File: src/rtl/uart_pkg.sv
// Shared UART definitions: receiver state encoding and the default bit period.
package uart_pkg;

  localparam int DEFAULT_CLKS_PER_BIT = 10416;

  localparam logic [2:0] ST_IDLE      = 3'd0;
  localparam logic [2:0] ST_START     = 3'd1;
  localparam logic [2:0] ST_DATA      = 3'd2;
  localparam logic [2:0] ST_STOP      = 3'd3;
  localparam logic [2:0] ST_WAIT_IDLE = 3'd4;

  typedef enum logic [2:0] {
    IDLE      = ST_IDLE,
    START     = ST_START,
    DATA      = ST_DATA,
    STOP      = ST_STOP,
    WAIT_IDLE = ST_WAIT_IDLE
  } rx_state_e;

endpackage

File: src/rtl/sync_2ff.sv
// Generic 1-bit two-flop synchroniser for asynchronous inputs, with selectable reset level.
module sync_2ff #(
  parameter logic RESET_VAL = 1'b1
) (
  input  logic clk,
  input  logic rst_n,
  input  logic d,
  output logic q
);

  logic meta_d, meta_q;
  logic sync_d, sync_q;

  always_comb begin
    meta_d = d;
    sync_d = meta_q;
  end

  always_ff @(posedge clk or negedge rst_n) begin
    if (!rst_n) begin
      meta_q <= RESET_VAL;
      sync_q <= RESET_VAL;
    end else begin
      meta_q <= meta_d;
      sync_q <= sync_d;
    end
  end

  assign q = sync_q;

endmodule

File: src/rtl/uart_rx.sv
// 8N1 UART receiver: mid-bit sampling, LSB first, one-cycle valid/framing-error strobes.
module uart_rx
  import uart_pkg::*;
#(
  parameter int CLKS_PER_BIT = DEFAULT_CLKS_PER_BIT
) (
  input  logic       clk,
  input  logic       rst_n,
  input  logic       rx,
  output logic [7:0] data_out,
  output logic       data_valid,
  output logic       frame_err,
  output logic       busy
);

  localparam int CNT_W = $clog2(CLKS_PER_BIT);
  localparam logic [CNT_W-1:0] HALF_LAST = CNT_W'(CLKS_PER_BIT / 2 - 1);
  localparam logic [CNT_W-1:0] BIT_LAST  = CNT_W'(CLKS_PER_BIT - 1);

  logic rx_s;

  rx_state_e        state_d, state_q;
  logic [CNT_W-1:0] cnt_d, cnt_q;
  logic [2:0]       idx_d, idx_q;
  logic [7:0]       shreg_d, shreg_q;
  logic [7:0]       data_d, data_q;
  logic             dv_d, dv_q;
  logic             fe_d, fe_q;

  sync_2ff #(.RESET_VAL(1'b1)) u_sync (
    .clk   (clk),
    .rst_n (rst_n),
    .d     (rx),
    .q     (rx_s)
  );

  always_comb begin
    state_d = state_q;
    cnt_d   = cnt_q + CNT_W'(1);
    idx_d   = idx_q;
    shreg_d = shreg_q;
    data_d  = data_q;
    dv_d    = 1'b0;
    fe_d    = 1'b0;
    case (state_q)
      IDLE: begin
        cnt_d = '0;
        if (!rx_s) state_d = START;
      end
      START: begin
        // A start bit must still be low at its midpoint, otherwise it was a glitch.
        if (cnt_q == HALF_LAST) begin
          cnt_d = '0;
          if (!rx_s) begin
            state_d = DATA;
            idx_d   = 3'd0;
          end else begin
            state_d = IDLE;
          end
        end
      end
      DATA: begin
        if (cnt_q == BIT_LAST) begin
          cnt_d   = '0;
          shreg_d = {rx_s, shreg_q[7:1]};
          if (idx_q == 3'd7) state_d = STOP;
          else               idx_d   = idx_q + 3'd1;
        end
      end
      STOP: begin
        if (cnt_q == BIT_LAST) begin
          cnt_d = '0;
          if (rx_s) begin
            data_d  = shreg_q;
            dv_d    = 1'b1;
            state_d = IDLE;
          end else begin
            fe_d    = 1'b1;
            state_d = WAIT_IDLE;
          end
        end
      end
      WAIT_IDLE: begin
        // Hold off until the line recovers so a break yields only one error.
        cnt_d = '0;
        if (rx_s) state_d = IDLE;
      end
      default: begin
        cnt_d   = '0;
        state_d = IDLE;
      end
    endcase
  end

  always_ff @(posedge clk or negedge rst_n) begin
    if (!rst_n) begin
      state_q <= IDLE;
      cnt_q   <= '0;
      idx_q   <= 3'd0;
      shreg_q <= 8'h00;
      data_q  <= 8'h00;
      dv_q    <= 1'b0;
      fe_q    <= 1'b0;
    end else begin
      state_q <= state_d;
      cnt_q   <= cnt_d;
      idx_q   <= idx_d;
      shreg_q <= shreg_d;
      data_q  <= data_d;
      dv_q    <= dv_d;
      fe_q    <= fe_d;
    end
  end

  assign data_out   = data_q;
  assign data_valid = dv_q;
  assign frame_err  = fe_q;
  assign busy       = (state_q != IDLE);

endmodule

File: config.mk
export PLATFORM = sky130hd
export DESIGN_NAME = uart_rx
export DESIGN_NICKNAME = d
export VERILOG_FILES = /design/src/rtl/uart_pkg.sv /design/src/rtl/sync_2ff.sv /design/src/rtl/uart_rx.sv
export SDC_FILE = /design/constraint.sdc
export NUM_CORES = 1
export LEC_CHECK = 0
export ABC_AREA = 1
export ABC_CLOCK_PERIOD_IN_PS = 1700
export BUFFER_PORTS_ARGS = -buffer_cell sky130_fd_sc_hd__buf_2
export CAP_MARGIN = 10
export CORE_UTILIZATION = 30
export CTS_CLUSTER_DIAMETER = 80
export CTS_CLUSTER_SIZE = 24
export DETAILED_ROUTE_END_ITERATION = 10
export SYNTH_ARGS = -nofsm -noshare
export SYNTH_HDL_FRONTEND = slang
export SYNTH_HIERARCHICAL = 1
export SYNTH_SLANG_ARGS = --single-unit
export TNS_END_PERCENT = 5
File: constraint.sdc
create_clock -name clk -period 1.7 [get_ports clk]
set_input_delay 0.085 -clock clk [delete_from_list [all_inputs] [get_ports clk]]
set_output_delay 0.085 -clock clk [all_outputs]
set_load 0.02 [all_outputs]
### Word-level counts from Yosys, hierarchy flattened

Cells that the tools add are included.

* bitwise logic cells: 0
* order comparisons: 0
* reductions and logical operators: 8
* divide/modulo/power cells: 0
* $add $sub $neg: 2
* $mul: 0
* multiplexer cells: 23
* equality and inequality tests: 15
* shift operators: 0

Operators by type and width (count)
* 3-bit two-way mux: 11
* 14-bit two-way mux: 2
* 14-bit case mux with 2 select lines: 1
* 3-bit case mux with 5 select lines: 1
* 14-bit by 1-bit adder with 14-bit output, second input constant: 1
* 14-bit by 13-bit equality test with 1-bit output, second input constant: 1
* 14-bit equality test, second input constant: 1
* 2-bit inequality test, second input constant: 7
* 3-bit by 2-bit equality test with 1-bit output, second input constant: 2
* 3-bit equality test, second input constant: 2
* 1-bit two-way mux: 6
* 3-bit case mux with 2 select lines: 1
* 6-bit AND reduction: 1
* 5-bit AND reduction: 1
* 3-bit by 1-bit adder with 3-bit output, second input constant: 1
* 3-bit by 1-bit equality test with 1-bit output, second input constant: 1
* 3-bit zero test: 1
* 3-bit AND reduction: 1
* 3-bit nonzero test: 1
* 2-bit two-way mux: 1
* 2-bit by 1-bit inequality test with 1-bit output, second input constant: 1
* 2-bit AND reduction: 1
* 2-bit nonzero test: 1
* 2-bit OR reduction: 1

* memory bits (writable): 0
* output and inout bits: 11
* bits in latches: 0
* memories: 0
* flip-flop bits (word level): 40
* memory bits (read-only): 0

### Longest topological paths before layout

Gate-level depths: netlist of the first run.

* depth in word-level cells: 4
* gate-level depth with buffers: 11

### Hierarchy

The synthesis of the first run kept the hierarchy.

By module, submodules not included
* uart_rx: seq. area each 950.9 sq um, area an instance 1969.4 sq um, times used 1, cells each 250
* sync_2ff: seq. area each 52.6 sq um, area an instance 52.6 sq um, times used 1, cells each 2

### Worst setup path after synthesis of the first run

OpenSTA, ideal clock, no wires.

* kind: register to register
* start: register cnt_q[0]
* end: register cnt_q[5]
* setup slack: 0.295 ns
* buffers on the path: 1
* clock period less this slack: 1.405 ns
* arrival: 1.336 ns
* setup time: 0.069 ns
* stages on the path, launching flop included: 12
* path through: dfrtp_1 ha_1 nand2_1 clkinv_1 nand2_1 nor2_1 nand2_1 nand2_4 nand2_4 inv_4 buf_8 nor2_2

* cells in the longest elaborated chain, start to end: 3
* elaborated cells between the ends (all ways): 6

Ends and longest elaborated chain
* from (decl): line uart_rx.sv:23 `logic [CNT_W-1:0] cnt_d, cnt_q;`
* from (signal assigned): line uart_rx.sv:106 `cnt_q <= cnt_d;`
* 14-bit by 1-bit adder with 14-bit output (tied with other cells): line uart_rx.sv:39 `cnt_d = cnt_q + CNT_W'(1);`
* 14-bit two-way mux (on tied branches): line uart_rx.sv:63, uart_rx.sv:71, uart_rx.sv:52
* 14-bit case mux with 2 select lines (*): line uart_rx.sv:45 `case (state_q)`
* named net cnt_d[5]: line uart_rx.sv:23

The timed path passes the listed nets; every way through them passes the cells marked *.
A chain may end at the register's enable or synchronous reset.

### Worst setup path in the final report of the first run

* start: register cnt_q[0]
* end: register cnt_q[9]

Same word-level chain as after synthesis.

==> run metrics, run 1 <==
status finished with violations; failing checks design-rule violations; grt total ovfl 0; Synthesized Nets between 200 and 300; proportion of netlist area held by the largest area contributor 47.0%; Setup CP Type flip-flop to flip-flop; Starting Density a little under a third; endpoints failing setup 0; VDD IR max about 0.34 mV; core footprint between 6000 and 7000 um2; Hold WS 0.118 ns; PwrDens 748 nW/um2; Post-Syn Instances 252; CTS H-Tree Depth 2; Post-synth EDFFs 0; # IOs 14; gpl congestion roughly 0.9; GRT Util Overall about an eighth; adder-cell area share of the yosys netlist approximately 1.9%; fraction of synthesized area in multiplexers 0%; clock skew ~0.0095 ns; die span in y roughly 84 um; pin count of the biggest net entering global routing 40; critical path startpoint category flip-flop; fillers 668; largest family of logic cells by synthesized area simple AND/OR/NAND/NOR gates; TNS Setup 0 ns; # DRC 2; distinct cell type count after synthesis 22; Seq/Total Area, Yosys about half; top post-synthesis cells by area dfrtp_1, nand2_1, nand3_1; Final HPWL DP between 2 and 3 mm; fin. max-slew vios 0; R2R cell count 10; num rows 29; Slew @ Worst Pin 0.418 ns; initial antenna violation count 0; clock latency on the worst-skew pair 0.29 ns; min Tclk post-route 1.52 ns; CTS tree done; Reg area approximately 1000 um2; post-place setup slack ~0.14 ns; cell with the most instances after synthesis nand2_1; Max clock buf depth 2; slack of the critical path 0.181 ns; Clock transition at path regs approximately 0.070 ns; final hold violation count 0; via count roughly 1600; YS warnings 6; Post-Syn Area per Cell approximately 8 um2; crit path capture type flip-flop; arrival time worst endpoint 1.69 ns; number of port buffers 13; Chip Width about 84 um; drt first pass iters 9; Top FF cell, synth dfrtp_1; Iter 0 DRT Violations roughly 130; worst min path class primary input to asynchronous set/reset pin; Cell Area, Synth slightly above 2000 um2; Max Fclk between 600 and 700 MHz; area of the multi-input gates between 800 and 900 um2; cell taking the most area after synthesis dfrtp_1; Slew Limit Headroom around 70%; asr flop ratio synth 100%; flops & latches, synth 40; Sink Count 40; clk root buf clkbuf_8; vias in the first global route about 1400; layout cells sized above 1 about a fifth; Lkg Pwr around 0.0012 uW; n_diodes 0; Synth Area in XOR/XNOR approximately 3.0%; CTS Buf Count 5; Final period util roughly 89%; area of the die 7070 um2; drt wl/cell between 10 and 15 um; final wirelength 3.65 mm; RSZ-0062 raised after global routing no; Synth-to-Final Area Change 15.6%; simple-gate share of the synthesized area between 30% and 40%; Max Cap Viol 0; Routed Antenna Nets 0; largest fanout on the critical path 13; first-pass GRT wire length between 6 and 7 mm; Critical Path RT between 1.5 and 2 ns; most frequent cells after synthesis nand2_1, dfrtp_1, inv_1, nand3_1, nor2_1; Final nets between 200 and 300; Compound-Gate Fraction of Synth Area 1.42%; Via density ~4.4
## layout by cell type (no fill, tap or decap), types with 3 or more instances in the layout
cell type,Yosys,routed
dfrtp_1,38,38
nand4_1,8,8
nand3_1,23,22
nand2_2,4,5
clkbuf_8,0,5
nand2_1,84,83
nor2_2,16,15
inv_1,29,29
nand2_4,3,3
nor2_1,21,21
buf_2,0,13
o21ai_0,4,4
ha_1,3,3
xor2_1,5,5
## cells by family after synthesis
| logic type | Yosys count |
|---|---|
| simple gates | 163 |
| flops | 40 |
| buf+inv | 34 |
| xor+xnor | 7 |
| compound gates | 5 |
| fa+ha+maj | 3 |
## repair_timing
action / in CTS / in global routing
endpoints found under the hold margin: 39 / 0
resized for setup: 0 / 5
endpoints found under the setup margin: 0 / 22
hold buffers: 2 / 0
setup buffers: 0 / 0
## per-layer routing
| metal | up-vias | share of wire (%) | GRT usage, % |
|---|---|---|---|
| met2 | 34 | 42 | 17.1 |
| li1 | 822 | - | - |
| met5 | - | 0 | 0 |
| met1 | 697 | 52 | 16.1 |
| met3 | 2 | 3.8 | 3.26 |
| met4 | 0 | 1.4 | 5.17 |
## stage by stage
step	cell area (um2)	power, uW	utilization (%)	std cells
floorplan	2020	980	-	252
global placement	2190	1010	34.1	342
detailed placement	2190	1010	34.1	342
CTS	2320	1790	36.1	352
global route	2340	1830	36.4	352
finish	2340	1750	36.4	352
## final cells by class
cell class,instances,share of cell area (%)
Tap cell,77,4.12
Multi-Input combinational cell,178,38.1
Inverter,33,5.62
Timing Repair Buffer,16,4.50
Clock inverter,3,1.82
Sequential cell,40,42.9
Clock buffer,5,2.94
## final timing paths
check	from	to	slack [ns]
max	cnt_q[0]	cnt_q[9]	0.18
min	rst_n	cnt_q[3]	0.12
max reg2reg	cnt_q[0]	cnt_q[9]	0.18
min reg2reg	u_sync/meta_q	u_sync/q	0.36
max in group asynchronous	rst_n	u_sync/q	1.12
min in group clk	u_sync/meta_q	u_sync/q	0.36
## flip-flops by register name, summed over array words and instances, names as in the netlist
name / cells
state_q: 3
cnt_q: 14
u_sync/q: 1
data_out: 8
frame_err: 1
idx_q: 3
data_valid: 1
u_sync/meta_q: 1
shreg_q: 8
## worst max-delay path, stage by stage, from the launching register on
cell      delay, ns
dfrtp_1        0.39
ha_1           0.23
nand2_1        0.11
clkinv_1       0.06
nand2_1        0.04
nor2_1         0.08
nand2_1        0.09
nand2_4        0.12
nand2_4        0.07
inv_6          0.13
nor2_1         0.06
## power by group
group | leakage (uW) | internal [uW] | total, uW | switching [uW]
combinational | 0.000614 | 11.0 | 33.8 | 22.8
sequential | 0.000537 | 955 | 958 | 2.47
clock | 0.0000541 | 434 | 758 | 323
total | 0.00121 | 1400 | 1750 | 349
(Power assumes the default switching activity.)
==> run 2, diff against run 1 <==
--- a/config.mk
+++ b/config.mk
@@ -6,7 +6,7 @@
 export NUM_CORES = 1
 export LEC_CHECK = 0
 export ABC_AREA = 1
-export ABC_CLOCK_PERIOD_IN_PS = 1700
+export ABC_CLOCK_PERIOD_IN_PS = 1500
 export BUFFER_PORTS_ARGS = -buffer_cell sky130_fd_sc_hd__buf_2
 export CAP_MARGIN = 10
 export CORE_UTILIZATION = 30
==> constraint.sdc (replaced) <==
create_clock -name clk -period 1.5 [get_ports clk]
set_input_delay 0.075 -clock clk [delete_from_list [all_inputs] [get_ports clk]]
set_output_delay 0.075 -clock clk [all_outputs]
set_load 0.02 [all_outputs]
==> run 2 against run 1 <==
  * The flow still finishes with violations (design-rule violations)
  * Utilization is 2.1 points higher
  * Combinational power is 20% higher
  * First-iteration DRC count is 22% higher
  * Die area unchanged
  * Count of clock-buffer cells in the layout stayed put
==> run metrics, run 2 (synthesized netlist as in run 1, its figures left out) <==
Sink Count 40 (unchanged); CTS H-Tree Depth 2 (unchanged); Slew Limit Headroom 67.6% (was 72.1%); Synth-to-Final Area Change 22.3% (was 15.6%); worst min path class primary input to asynchronous set/reset pin (unchanged); num rows 29 (unchanged); largest register by flop count cnt_q (unchanged); commonest cells after routing, fill and taps aside nand2_1, dfrtp_1, inv_1 (unchanged); first-pass GRT wire length 6.71 mm (was 6.49 mm); arrival time worst endpoint 1.60 ns (was 1.69 ns); post-place setup slack -0.00792 ns (was 0.143 ns); Slew @ Worst Pin 0.486 ns (was 0.418 ns); via count 1652 (was 1555); Final nets 291 (was 280); Critical Path RT 1.69 ns (was 1.87 ns); Lkg Pwr 0.00127 uW (was 0.00121 uW); CTS tree done (unchanged); endpoints failing setup 0 (unchanged); fin. max-slew vios 0 (unchanged); clk root buf clkbuf_8 (unchanged); largest fanout on the critical path 6 (was 13); Final period util 93.9% (was 89.4%); Max Cap Viol 0 (unchanged); n_diodes 0 (unchanged); clock latency on the worst-skew pair 0.30 ns (was 0.29 ns); Max clock buf depth 2 (unchanged); Clock transition at path regs 0.08 ns (was 0.07 ns); met2 WL 1.83 mm (was 1.54 mm); Chip Width 84.1 um (unchanged); Routed Antenna Nets 0 (unchanged); Worst R2R Setup Slack 0.09 ns (was 0.18 ns); Via density 4.55 (was 4.42); pin count of the biggest net entering global routing 22 (was 40); max reg flops 14 (unchanged); clock skew 0.00617 ns (was 0.00948 ns); most common cell after layout, fill and taps aside nand2_1 (unchanged); crit path to state_q[1] (was cnt_q[9]); VDD IR max 0.320 mV (was 0.335 mV); met3 routed WL 153 um (was 140 um); slack of the critical path 0.0909 ns (was 0.181 ns); Iter 0 DRT Violations 155 (was 127); final hold violation count 0 (unchanged); critical path startpoint category flip-flop (unchanged); RR Startpoint cnt_q[0] (unchanged); Starting Density 31.5% (unchanged); GRT Util Overall 12.0% (was 11.7%); worst setup path startpoint cnt_q[0] (unchanged); PwrDens 817 nW/um2 (was 748 nW/um2); core footprint 6420 um2 (unchanged); area of the die 7070 um2 (unchanged); status finished with violations (unchanged); failing checks design-rule violations (unchanged); Reg-to-Reg End state_q[1] (was cnt_q[9]); crit path capture type flip-flop (unchanged); # DRC 2 (unchanged); initial antenna violation count 0 (unchanged); vias in the first global route 1443 (unchanged); final wirelength 4.03 mm (was 3.65 mm); Final HPWL DP 2.86 mm (was 2.65 mm); drt wl/cell 11.1 um (was 10.4 um); CTS Buf Count 5 (unchanged); DP Area 2220 um2 (was 2190 um2); placed cell count 348 (was 342); grt total ovfl 0 (unchanged); Setup CP Type flip-flop to flip-flop (unchanged); gpl congestion 0.908 (was 0.880); R2R cell count 10 (unchanged); min Tclk post-route 1.41 ns (was 1.52 ns); RSZ-0062 raised after global routing yes (was no); number of port buffers 13 (unchanged); Post-Layout Inst Area 2470 um2 (was 2340 um2); Max Fclk 710 MHz (was 658 MHz); drt first pass iters 9 (unchanged); top layer in use met4 (unchanged); die span in y 84.1 um (unchanged); met1 wire length 1.97 mm (was 1.91 mm); # IOs 14 (unchanged); layout cells sized above 1 26.6% (was 20.0%); final cell count without fillers 363 (was 352)
## run 2: critical path: stages, from the launching register on
cell	delay, ns
dfrtp_1	0.42
ha_4	0.20
nand2_4	0.08
clkinv_1	0.05
nand2_1	0.05
nor2_1	0.04
nand2_1	0.10
nand2_4	0.10
buf_4	0.16
nand4_1	0.07
nand2_1	0.06
## run 2: layout make-up
class / count / area, um2
flip-flops and latches: 40 / 1000
clock inverters: 3 / 46.3
repair buffers: 27 / 175
well taps: 77 / 96.3
inverters: 33 / 139
fillers: 647 / 3950
clock buffers: 5 / 68.8
multi-input cells: 178 / 943
## run 2: per-stage QoR
| step | TNS [ns] | util [%] | power [uW] | hold WS, ns |
|---|---|---|---|---|
| 6_report | 0 | 38.5 | 2020 | 0.270 |
| 3_5_place_dp | -0.00792 | 34.6 | 1140 | 0.0704 |
| 4_1_cts | -0.0169 | 36.8 | 2050 | 0.280 |
| 3_3_place_gp | 0 | 34.6 | 1140 | 0.0660 |
| 2_1_floorplan | 0 | - | 1110 | -0.221 |
| 5_1_grt | -0.0174 | 38.5 | 2100 | 0.330 |
## run 2: metal layers
metal | vias up | GRT usage [%]
li1 | 848 | -
met1 | 764 | 16.4
met2 | 35 | 17.4
met3 | 5 | 2.97
met4 | 0 | 5.80
met5 | - | 0
## run 2: timing repair
| item | in CTS | in global routing |
|---|---|---|
| endpoints found under the hold margin | 18 | 0 |
| pin swaps | 0 | 8 |
| setup endpoints to repair | 4 | 33 |
| hold buffers | 2 | 0 |
| setup buffers | 0 | 5 |
| resized for setup | 2 | 22 |
## run 2: worst min-delay path by stage
stage	from	to	slack [ns]	depth (start not counted)
finish	rst_n	cnt_q[12]	0.27	2
global route	rst_n	cnt_q[12]	0.33	2
CTS	rst_n	cnt_q[12]	0.28	2
detailed placement	rst_n	cnt_q[12]	0.07	1
global placement	rst_n	cnt_q[13]	0.07	1
floorplan	rst_n	cnt_q[0]	-0.22	0
## run 2: report_power, final
group / total (uW) / switching [uW] / internal (uW)
sequential: 1080 / 1.19 / 1080
combinational: 40.7 / 28.6 / 12.1
clock: 897 / 396 / 501
total: 2020 / 426 / 1600
